## src/rtl/gpio_cfg_pkg.sv

```systemverilog
// rtl/gpio_cfg_pkg.sv - shared constants and FSM encoding for the GPIO config transfer engine
// Purpose: configuration word bit map, default word and transfer FSM state type.
// Ports: none (package).
package gpio_cfg_pkg;

  localparam int          CFG_W    = 13;
  localparam logic [12:0] CFG_INIT = 13'h0403;

  localparam int GPIO_MGMT_ENA    = 0;
  localparam int GPIO_OUTENB      = 1;
  localparam int GPIO_HOLDOVER    = 2;
  localparam int GPIO_INP_DIS     = 3;
  localparam int GPIO_IB_MODE_SEL = 4;
  localparam int GPIO_ANALOG_EN   = 5;
  localparam int GPIO_ANALOG_SEL  = 6;
  localparam int GPIO_ANALOG_POL  = 7;
  localparam int GPIO_SLOW_SEL    = 8;
  localparam int GPIO_VTRIP_SEL   = 9;
  localparam int GPIO_DM_LSB      = 10;

  typedef enum logic [2:0] {
    ST_IDLE,
    ST_FETCH,
    ST_CAPTURE,
    ST_SHIFT,
    ST_LOAD
  } xfer_state_t;

endpackage

```

## src/rtl/gpio_cfg_cell.sv

```systemverilog
// rtl/gpio_cfg_cell.sv - one pad's active config register and io_out/oeb ownership mux
// Purpose: holds the active word of a single pad, reloaded from the shadow chain on load.
// Ports: clk/rst (sync active-high), load strobe, shadow_word in; mgmt/user drive and
//        output-enable in; io_out, oeb and the per-pad control fields out (dm is 3 bits).
module gpio_cfg_cell
  import gpio_cfg_pkg::*;
#(
  parameter int               WORD_W    = 13,
  parameter logic [WORD_W-1:0] WORD_INIT = 13'h0403
) (
  input  logic              clk,
  input  logic              rst,
  input  logic              load,
  input  logic [WORD_W-1:0] shadow_word,
  input  logic              mgmt_io_out,
  input  logic              mgmt_oeb,
  input  logic              user_io_out,
  input  logic              user_oeb,
  output logic              io_out,
  output logic              oeb,
  output logic              inp_dis,
  output logic              ib_mode_sel,
  output logic              vtrip_sel,
  output logic              slow_sel,
  output logic              holdover,
  output logic              analog_en,
  output logic              analog_sel,
  output logic              analog_pol,
  output logic [2:0]        dm
);

  logic [WORD_W-1:0] active;

  always_ff @(posedge clk) begin
    if (rst) begin
      active <= WORD_INIT;
    end else if (load) begin
      active <= shadow_word;
    end
  end

  // Management ownership keeps outenb as a hard disable on top of mgmt_oeb.
  assign io_out      = active[GPIO_MGMT_ENA] ? mgmt_io_out : user_io_out;
  assign oeb         = active[GPIO_MGMT_ENA] ? (active[GPIO_OUTENB] | mgmt_oeb) : user_oeb;
  assign inp_dis     = active[GPIO_INP_DIS];
  assign ib_mode_sel = active[GPIO_IB_MODE_SEL];
  assign vtrip_sel   = active[GPIO_VTRIP_SEL];
  assign slow_sel    = active[GPIO_SLOW_SEL];
  assign holdover    = active[GPIO_HOLDOVER];
  assign analog_en   = active[GPIO_ANALOG_EN];
  assign analog_sel  = active[GPIO_ANALOG_SEL];
  assign analog_pol  = active[GPIO_ANALOG_POL];
  assign dm          = active[GPIO_DM_LSB +: 3];

endmodule

```

## src/rtl/gpio_cfg_xfer.sv

```systemverilog
// rtl/gpio_cfg_xfer.sv - serial per-pad GPIO configuration loader driving the mprj_io controls
// Purpose: on xfer_start reads one word per pad (pad N-1 down to 0), shifts it MSB first
//          through a shadow chain, then latches the whole chain into the pad cells at once.
// Ports: wb_clk_i/wb_rst_i (sync active-high); xfer_start in, xfer_busy/xfer_done out;
//        cfg_rd_en/cfg_rd_addr out, cfg_rd_data in (one-cycle read latency);
//        mgmt_/user_ io_out and oeb in; io_out, oeb, pad control vectors and dm (3/pad) out.
module gpio_cfg_xfer
  import gpio_cfg_pkg::*;
#(
  parameter int               TOTAL_PADS = 38,
  parameter int               CFG_W      = gpio_cfg_pkg::CFG_W,
  parameter logic [CFG_W-1:0] CFG_INIT   = gpio_cfg_pkg::CFG_INIT,
  parameter int               AW         = (TOTAL_PADS > 1) ? $clog2(TOTAL_PADS) : 1
) (
  input  logic                    wb_clk_i,
  input  logic                    wb_rst_i,
  input  logic                    xfer_start,
  output logic                    xfer_busy,
  output logic                    xfer_done,
  output logic                    cfg_rd_en,
  output logic [AW-1:0]           cfg_rd_addr,
  input  logic [CFG_W-1:0]        cfg_rd_data,
  input  logic [TOTAL_PADS-1:0]   mgmt_io_out,
  input  logic [TOTAL_PADS-1:0]   mgmt_oeb,
  input  logic [TOTAL_PADS-1:0]   user_io_out,
  input  logic [TOTAL_PADS-1:0]   user_oeb,
  output logic [TOTAL_PADS-1:0]   io_out,
  output logic [TOTAL_PADS-1:0]   oeb,
  output logic [TOTAL_PADS-1:0]   inp_dis,
  output logic [TOTAL_PADS-1:0]   ib_mode_sel,
  output logic [TOTAL_PADS-1:0]   vtrip_sel,
  output logic [TOTAL_PADS-1:0]   slow_sel,
  output logic [TOTAL_PADS-1:0]   holdover,
  output logic [TOTAL_PADS-1:0]   analog_en,
  output logic [TOTAL_PADS-1:0]   analog_sel,
  output logic [TOTAL_PADS-1:0]   analog_pol,
  output logic [3*TOTAL_PADS-1:0] dm
);

  localparam int SH_W = TOTAL_PADS * CFG_W;
  localparam int BW   = $clog2(CFG_W);

  xfer_state_t       state, state_nxt;
  logic [AW-1:0]     pad_cnt;
  logic [BW-1:0]     bit_cnt;
  logic [CFG_W-1:0]  word;
  logic [SH_W-1:0]   shadow;
  logic              load;

  always_ff @(posedge wb_clk_i) begin
    if (wb_rst_i) begin
      state   <= ST_IDLE;
      pad_cnt <= '0;
      bit_cnt <= '0;
      word    <= CFG_INIT;
      shadow  <= {TOTAL_PADS{CFG_INIT}};
    end else begin
      state <= state_nxt;
      case (state)
        ST_IDLE: begin
          if (xfer_start) pad_cnt <= AW'(TOTAL_PADS - 1);
        end
        ST_CAPTURE: begin
          word    <= cfg_rd_data;
          bit_cnt <= BW'(CFG_W - 1);
        end
        ST_SHIFT: begin
          // The first bit shifted in ends at the top of the chain, so pad N-1
          // (visited first) lands in the highest slice after N*CFG_W shifts.
          shadow  <= {shadow[SH_W-2:0], word[bit_cnt]};
          bit_cnt <= bit_cnt - 1'b1;
          if (bit_cnt == '0 && pad_cnt != '0) pad_cnt <= pad_cnt - 1'b1;
        end
        default: ;
      endcase
    end
  end

  always_comb begin
    state_nxt = state;
    xfer_busy = 1'b1;
    cfg_rd_en = 1'b0;
    load      = 1'b0;
    case (state)
      ST_IDLE: begin
        xfer_busy = 1'b0;
        if (xfer_start) state_nxt = ST_FETCH;
      end
      ST_FETCH: begin
        cfg_rd_en = 1'b1;
        state_nxt = ST_CAPTURE;
      end
      ST_CAPTURE: state_nxt = ST_SHIFT;
      ST_SHIFT: begin
        if (bit_cnt == '0) state_nxt = (pad_cnt == '0) ? ST_LOAD : ST_FETCH;
      end
      ST_LOAD: begin
        load      = 1'b1;
        state_nxt = ST_IDLE;
      end
      default: state_nxt = ST_IDLE;
    endcase
  end

  assign xfer_done = load;
  // pad_cnt only moves on entry to FETCH, so it doubles as the held read address.
  assign cfg_rd_addr = pad_cnt;

  gpio_cfg_cell #(
    .WORD_W    (CFG_W),
    .WORD_INIT (CFG_INIT)
  ) u_cell [TOTAL_PADS-1:0] (
    .clk         (wb_clk_i),
    .rst         (wb_rst_i),
    .load        (load),
    .shadow_word (shadow),
    .mgmt_io_out (mgmt_io_out),
    .mgmt_oeb    (mgmt_oeb),
    .user_io_out (user_io_out),
    .user_oeb    (user_oeb),
    .io_out      (io_out),
    .oeb         (oeb),
    .inp_dis     (inp_dis),
    .ib_mode_sel (ib_mode_sel),
    .vtrip_sel   (vtrip_sel),
    .slow_sel    (slow_sel),
    .holdover    (holdover),
    .analog_en   (analog_en),
    .analog_sel  (analog_sel),
    .analog_pol  (analog_pol),
    .dm          (dm)
  );

endmodule

```

## config.mk

```make
export PLATFORM = sky130hd
export DESIGN_NAME = gpio_cfg_xfer
export DESIGN_NICKNAME = d
export VERILOG_FILES = /design/src/rtl/gpio_cfg_pkg.sv /design/src/rtl/gpio_cfg_cell.sv /design/src/rtl/gpio_cfg_xfer.sv
export SDC_FILE = /design/constraint.sdc
export NUM_CORES = 2
export LEC_CHECK = 0
export ABC_AREA = 1
export BUFFER_PORTS_ARGS = -buffer_cell sky130_fd_sc_hd__buf_2
export CAP_MARGIN = 20
export CORE_MARGIN = 4
export CORE_UTILIZATION = 50
export DETAILED_ROUTE_END_ITERATION = 10
export PLACE_DENSITY = 0.74
export SLEW_MARGIN = 10
export SYNTH_ARGS = -nofsm -noshare
export SYNTH_HDL_FRONTEND = slang
export SYNTH_SLANG_ARGS = --single-unit
```

## constraint.sdc

```tcl
create_clock -name wb_clk_i -period 4.2 [get_ports wb_clk_i]
set_input_delay 0.84 -clock wb_clk_i [delete_from_list [all_inputs] [get_ports wb_clk_i]]
set_output_delay 0.84 -clock wb_clk_i [all_outputs]
set_load 0.01 [all_outputs]
```

**After elaboration in Yosys (flattened, before gate mapping)**

Cells that the tools add are included.

- Mux-type cells: 89
- Bitwise operators: 38
- Equality and inequality tests: 7
- $lt $le $gt $ge: 1
- Add/subtract/negate cells: 2
- Reduce and logical (&&, ||, !) cells: 9

Operators with widths:

| kind | count |
|---|---|
| 2-to-1 mux 1 bit | 80 |
| OR 1 bit | 38 |
| 2-to-1 mux 6 bit | 2 |
| one-hot mux 3 bit (4 select lines) | 1 |
| one-hot mux 6 bit (2 select lines) | 1 |
| 2-to-1 mux 3 bit | 3 |
| one-hot mux 4 bit (2 select lines) | 1 |
| == test 3 x 2 -> 1 bit (second input constant) | 2 |
| logical NOT 6 bit | 1 |
| inequality test 2 bit (second input constant) | 3 |
| nonzero test 6 bit | 1 |
| subtractor 6 x 1 -> 6 bit (second input constant) | 1 |
| less-than comparator 4 x 5 -> 1 bit (second input constant) | 1 |
| binary-select mux 1 bit (select 4 bit) | 1 |
| logical NOT 4 bit | 1 |
| nonzero test 2 bit | 2 |
| subtractor 4 x 1 -> 4 bit (second input constant) | 1 |
| == test 3 x 1 -> 1 bit (second input constant) | 1 |
| == test 3 bit (second input constant) | 1 |
| logical NOT 3 bit | 1 |
| AND reduction 3 bit | 1 |
| AND reduction 2 bit | 1 |
| logical AND 1 bit | 1 |

- Bits of input ports: 168
- Bits in registers: 1014
- Output and inout port bits: 503

**Logic depth before layout (Yosys ltp)**

- Depth after elaboration: 4
- Gate-level depth with buffers: 11
- Mapped depth without buffers: 10

**Hierarchy**

Synthesis repeated with hierarchy kept, for this count alone.

- Cells, all modules: 5647
- Area total of the unflattened synthesis: 39754.4 um2

By module, submodules not included:

| module | instances | seq. area each (um2) | cells each | area each (um2) |
|---|---|---|---|---|
| gpio_cfg_cell | 38 | 260.2 | 87 | 570.5 |
| gpio_cfg_xfer | 1 | 10410.0 | 2341 | 18073.6 |

**Least setup slack after synthesis**

OpenSTA, ideal clock, no wires.

- Kind: in2out
- Start point: input port mgmt_io_out[0]
- End point: output port io_out[0]
- Arrival time: 1218 ps
- Slack: 2142 ps
- Stages on the path: 2
- Buffers on the path: 1
- Data required time: 3360 ps
- Cell sequence: mux2_2 > buf_4

- Cells in the longest elaborated chain, start to end: 1

Ends and longest elaborated chain:

| item | RTL line | RTL |
|---|---|---|
| start, declared | gpio_cfg_xfer.sv:23 | `input logic [TOTAL_PADS-1:0] mgmt_io_out,` |
| 2-to-1 mux 1 bit | gpio_cfg_cell.sv:43 | `assign io_out = active[GPIO_MGMT_ENA] ? mgmt_io_out : user_io_out;` |
| end, declared | gpio_cfg_xfer.sv:27 | `output logic [TOTAL_PADS-1:0] io_out,` |

No other way between the ends.

**Worst setup path in the final report**

- Start point: register state[0]
- End point: output port xfer_done

- Cells in the longest elaborated chain, start to end: 2

Ends and longest elaborated chain:

| item | RTL line | RTL |
|---|---|---|
| start, declared | gpio_cfg_xfer.sv:43 | `xfer_state_t state, state_nxt;` |
| start signal, assigned | gpio_cfg_xfer.sv:58 | `state <= state_nxt;` |
| == test 3 bit | gpio_cfg_xfer.sv:84 | `case (state)` |
| 2-to-1 mux 1 bit | gpio_cfg_xfer.sv:84 |  |
| end, declared | gpio_cfg_xfer.sv:19 | `output logic xfer_done,` |

No other way between the ends.

==> results.md <==
* Initial core utilization at 50.6%
* Cell area after synthesis at 39400 um^2
* Max clock buf depth at 3
* Hold WS at 407 ps
* Yosys Warn Count at 0
* Worst reg2reg path depth at 6
* Internal at 17.0 mW
* Worst-margin pin slew at 1070 ps
* Row count at 102
* Count of final max-slew check failures at 0
* CTS clk-pin slew, worst paths at 60 ps
* Outcome: finished, final reports clean
* Peak supply drop at 0.365 mV
* Post-CTS setup buffer count at 0
* DR DRC count at 0
* Simple-gate portion of the synthesized area at 23.7%
* GR Util met2 at 35.6%
* Top Ports at 671
* Area share of xor/xnor cells in the synthesized design at 0.0222%
* Dpl cell area at 39500 um^2
* Vias in the first global route at 28322
* M3 GR Usage at 4.16%
* Rel. slew slack at 28.9%
* DRT Pass-1 Iters at 5
* Total power at 23.3 mW
* Min-Delay Path Class: in -> reg
* Routability cong. at 0.828
* Die area at 83400 um^2
* Mean post-synth cell area at 7.68 um^2
* Post-synthesis sequential area ratio at 51.5%
* Combinational fraction of design power at 11.5%
* Hold Buf Count CTS at 0
* Detail Placement HPWL at 60300 um
* Final nets at 5281
* WS Path Type: reg -> out
* Post-synthesis net count at 5301
* Final Hold Violating Endpoints at 0
* Global route hottest layer: met2
* Grt ovf at 0
* PortBufs at 670
* Synth Area in Adders at 0.0952%
* GRT met1 Usage at 29.1%
* NetSw at 6.29 mW
* Vias per cell at 5.00
* Clock power frac at 40.0%
* Layout cell share with drive strength beyond 1 at 17.6%
* Worst skew pair latency at 650 ps
* Largest family of logic cells by synthesized area: simple AND/OR/NAND/NOR gates
* Num CTS Buffers at 102
* Routed len/inst at 15.5 um
* Crit-path max FO at 87
* Total GRT Usage at 21.8%
* Total Neg Setup Slack at 0 ps
* Seq cells post-synth at 1014
* Final Cell Area at 43000 um^2
* Power per cell area at 542 nW/um^2
* Largest net degree at the start of global routing at 206
* Crit start category: flip-flop
* Post-synthesis mux area share at 1.09%
* Fmax at 320 MHz
* Static leakage power at 20.1 nW
* Fill cells at 7225
* Post-synthesis cell type count at 22
* Total Wirelength at 96600 um
* Critical path capture point type: primary output
* First-pass GRT wire length at 151000 um
* Horiz. Die Dim at 289 um
* Req. time, crit path at 3360 ps
* Sequential Area at 20300 um^2
* Max Clock Skew at 21.0 ps
* Setup-failing EPs final at 0
* Die Y at 289 um
* Diode count at 0
* Core Footprint at 77800 um^2
* Synth Instances at 5130
* Period utilization at 74.4%
* Footprint of the multi-input gates at 14000 um^2
* Min cycle time layout at 3120 ps
* Switching Fraction at 27.0%
* Iter 0 DRT Violations at 2425
* RSZ-0062 raised after global routing: no
* Clk root buf: clkbuf_16
* Via count at 31187
* Htree depth at 3
* Initial antenna violation count at 3
* Layout area overhead at 9.03%
* CTS tree: done
* Max Cap Viol at 0
* Post-synthesis compound-gate area fraction at 10.5%
* Hold Crit Depth at 3
* Critical Path AT at 2280 ps
* Flop pwr share at 48.4%
* Clock sinks at 1014
* ANT nets after route at 0
* Post-cts resize count at 0
-- worst max-delay path, cell delays in order (launching register included) --
cell and delay, ps:
dfxtp_1 330, nor2_1 260, nand2_4 520, inv_8 310
buf_2 170
-- synth_stat cells, drive strengths merged --
master	instances	area [um^2]
nor2	1638	6160
dfxtp	1014	20300
o21ai	775	3880
buf	602	4240
nand2	504	1890
nand3	254	1270
clkbuf	225	845
a21oi	47	235
mux2	38	428
inv	23	86.3
a31oi	3	18.8
ha	3	37.5
nand4	1	6.26
o22ai	1	6.26
or2	1	6.26
xnor2	1	8.76
-- registers in the layout (all words and copies together) (netlist names) --
name / cells
bit_cnt: 4
state: 3
cfg_rd_addr: 6
shadow: 494
word: 13
u_cell.active: 494
-- worst paths after layout --
check	start	end	slack, ps
worst min-delay path	cfg_rd_data[10]	word[10]$_SDFFE_PP1P_	410
worst min register to register	u_cell[31].active[10]$_SDFFE_PP1P_	u_cell[31].active[10]$_SDFFE_PP1P_	470
worst max register to register	state[0]$_SDFFE_PP0P_	u_cell[24].active[4]$_SDFFE_PP0P_	1640
worst max-delay path	state[0]$_SDFFE_PP0P_	xfer_done	1080
-- per-stage QoR --
stage               worst slack (ps)  cells  util [%]
CTS                              997   6234      55.2
global route                     921   6234      55.2
detailed placement              1590   6046      50.7
finish                          1080   6234      55.2
global placement                1680   6046      50.7
floorplan                       2140   5130         -
-- layout make-up --
cell class / count / share of cell area [%]
clock buffer: 148 / 6.93
clock inverter: 40 / 1.20
inverter: 23 / 0.253
multi-input combinational: 3266 / 32.5
sequential: 1014 / 47.2
tap: 1040 / 3.03
timing repair buffer: 703 / 8.88
-- cell families (layout without fill, tap and decap cells) --
group,Yosys count,after routing
and+or+nand+nor,2398,2398
DFF,1014,1014
muxes,38,38
buffers and inverters,850,914
xor gates and xnor gates,1,1
AOI/OAI and AO/OA,826,826
adders and majority gates,3,3
-- power groups by stage --
| stage | clock network [mW] | logic (mW) | registers (mW) |
|---|---|---|---|
| after floorplan | 0 | 2.15 | 11.2 |
| after global routing | 9.92 | 3.11 | 11.4 |
| after global placement | 0 | 2.62 | 11.5 |
| after CTS | 9.53 | 2.71 | 11.3 |
| final | 9.32 | 2.69 | 11.3 |
| after detailed placement | 0 | 2.69 | 11.5 |
-- cell usage in the layout, fill, tap and decap left out, drive strengths merged --
master / synthesis / layout
dfxtp: 1014 / 1014
nand2: 504 / 504
clkinv: 0 / 22
buf: 602 / 703
inv: 23 / 27
nor2: 1638 / 1638
a21oi: 47 / 47
o22ai: 1 / 1
clkbuf: 225 / 148
ha: 3 / 3
mux2: 38 / 38
clkinvlp: 0 / 5
bufinv: 0 / 9
nand3: 254 / 254
o21ai: 775 / 775
a31oi: 3 / 3
or2: 1 / 1
xnor2: 1 / 1
nand4: 1 / 1
-- layer usage --
layer  part of all wire [%]  vias up
li1                       -    15850
met3                    6.0      170
met2                     47      769
met4                    3.2        2
met1                     44    14396
met5                  0.021        -
Note: power is estimated with default switching activity, not from simulation.
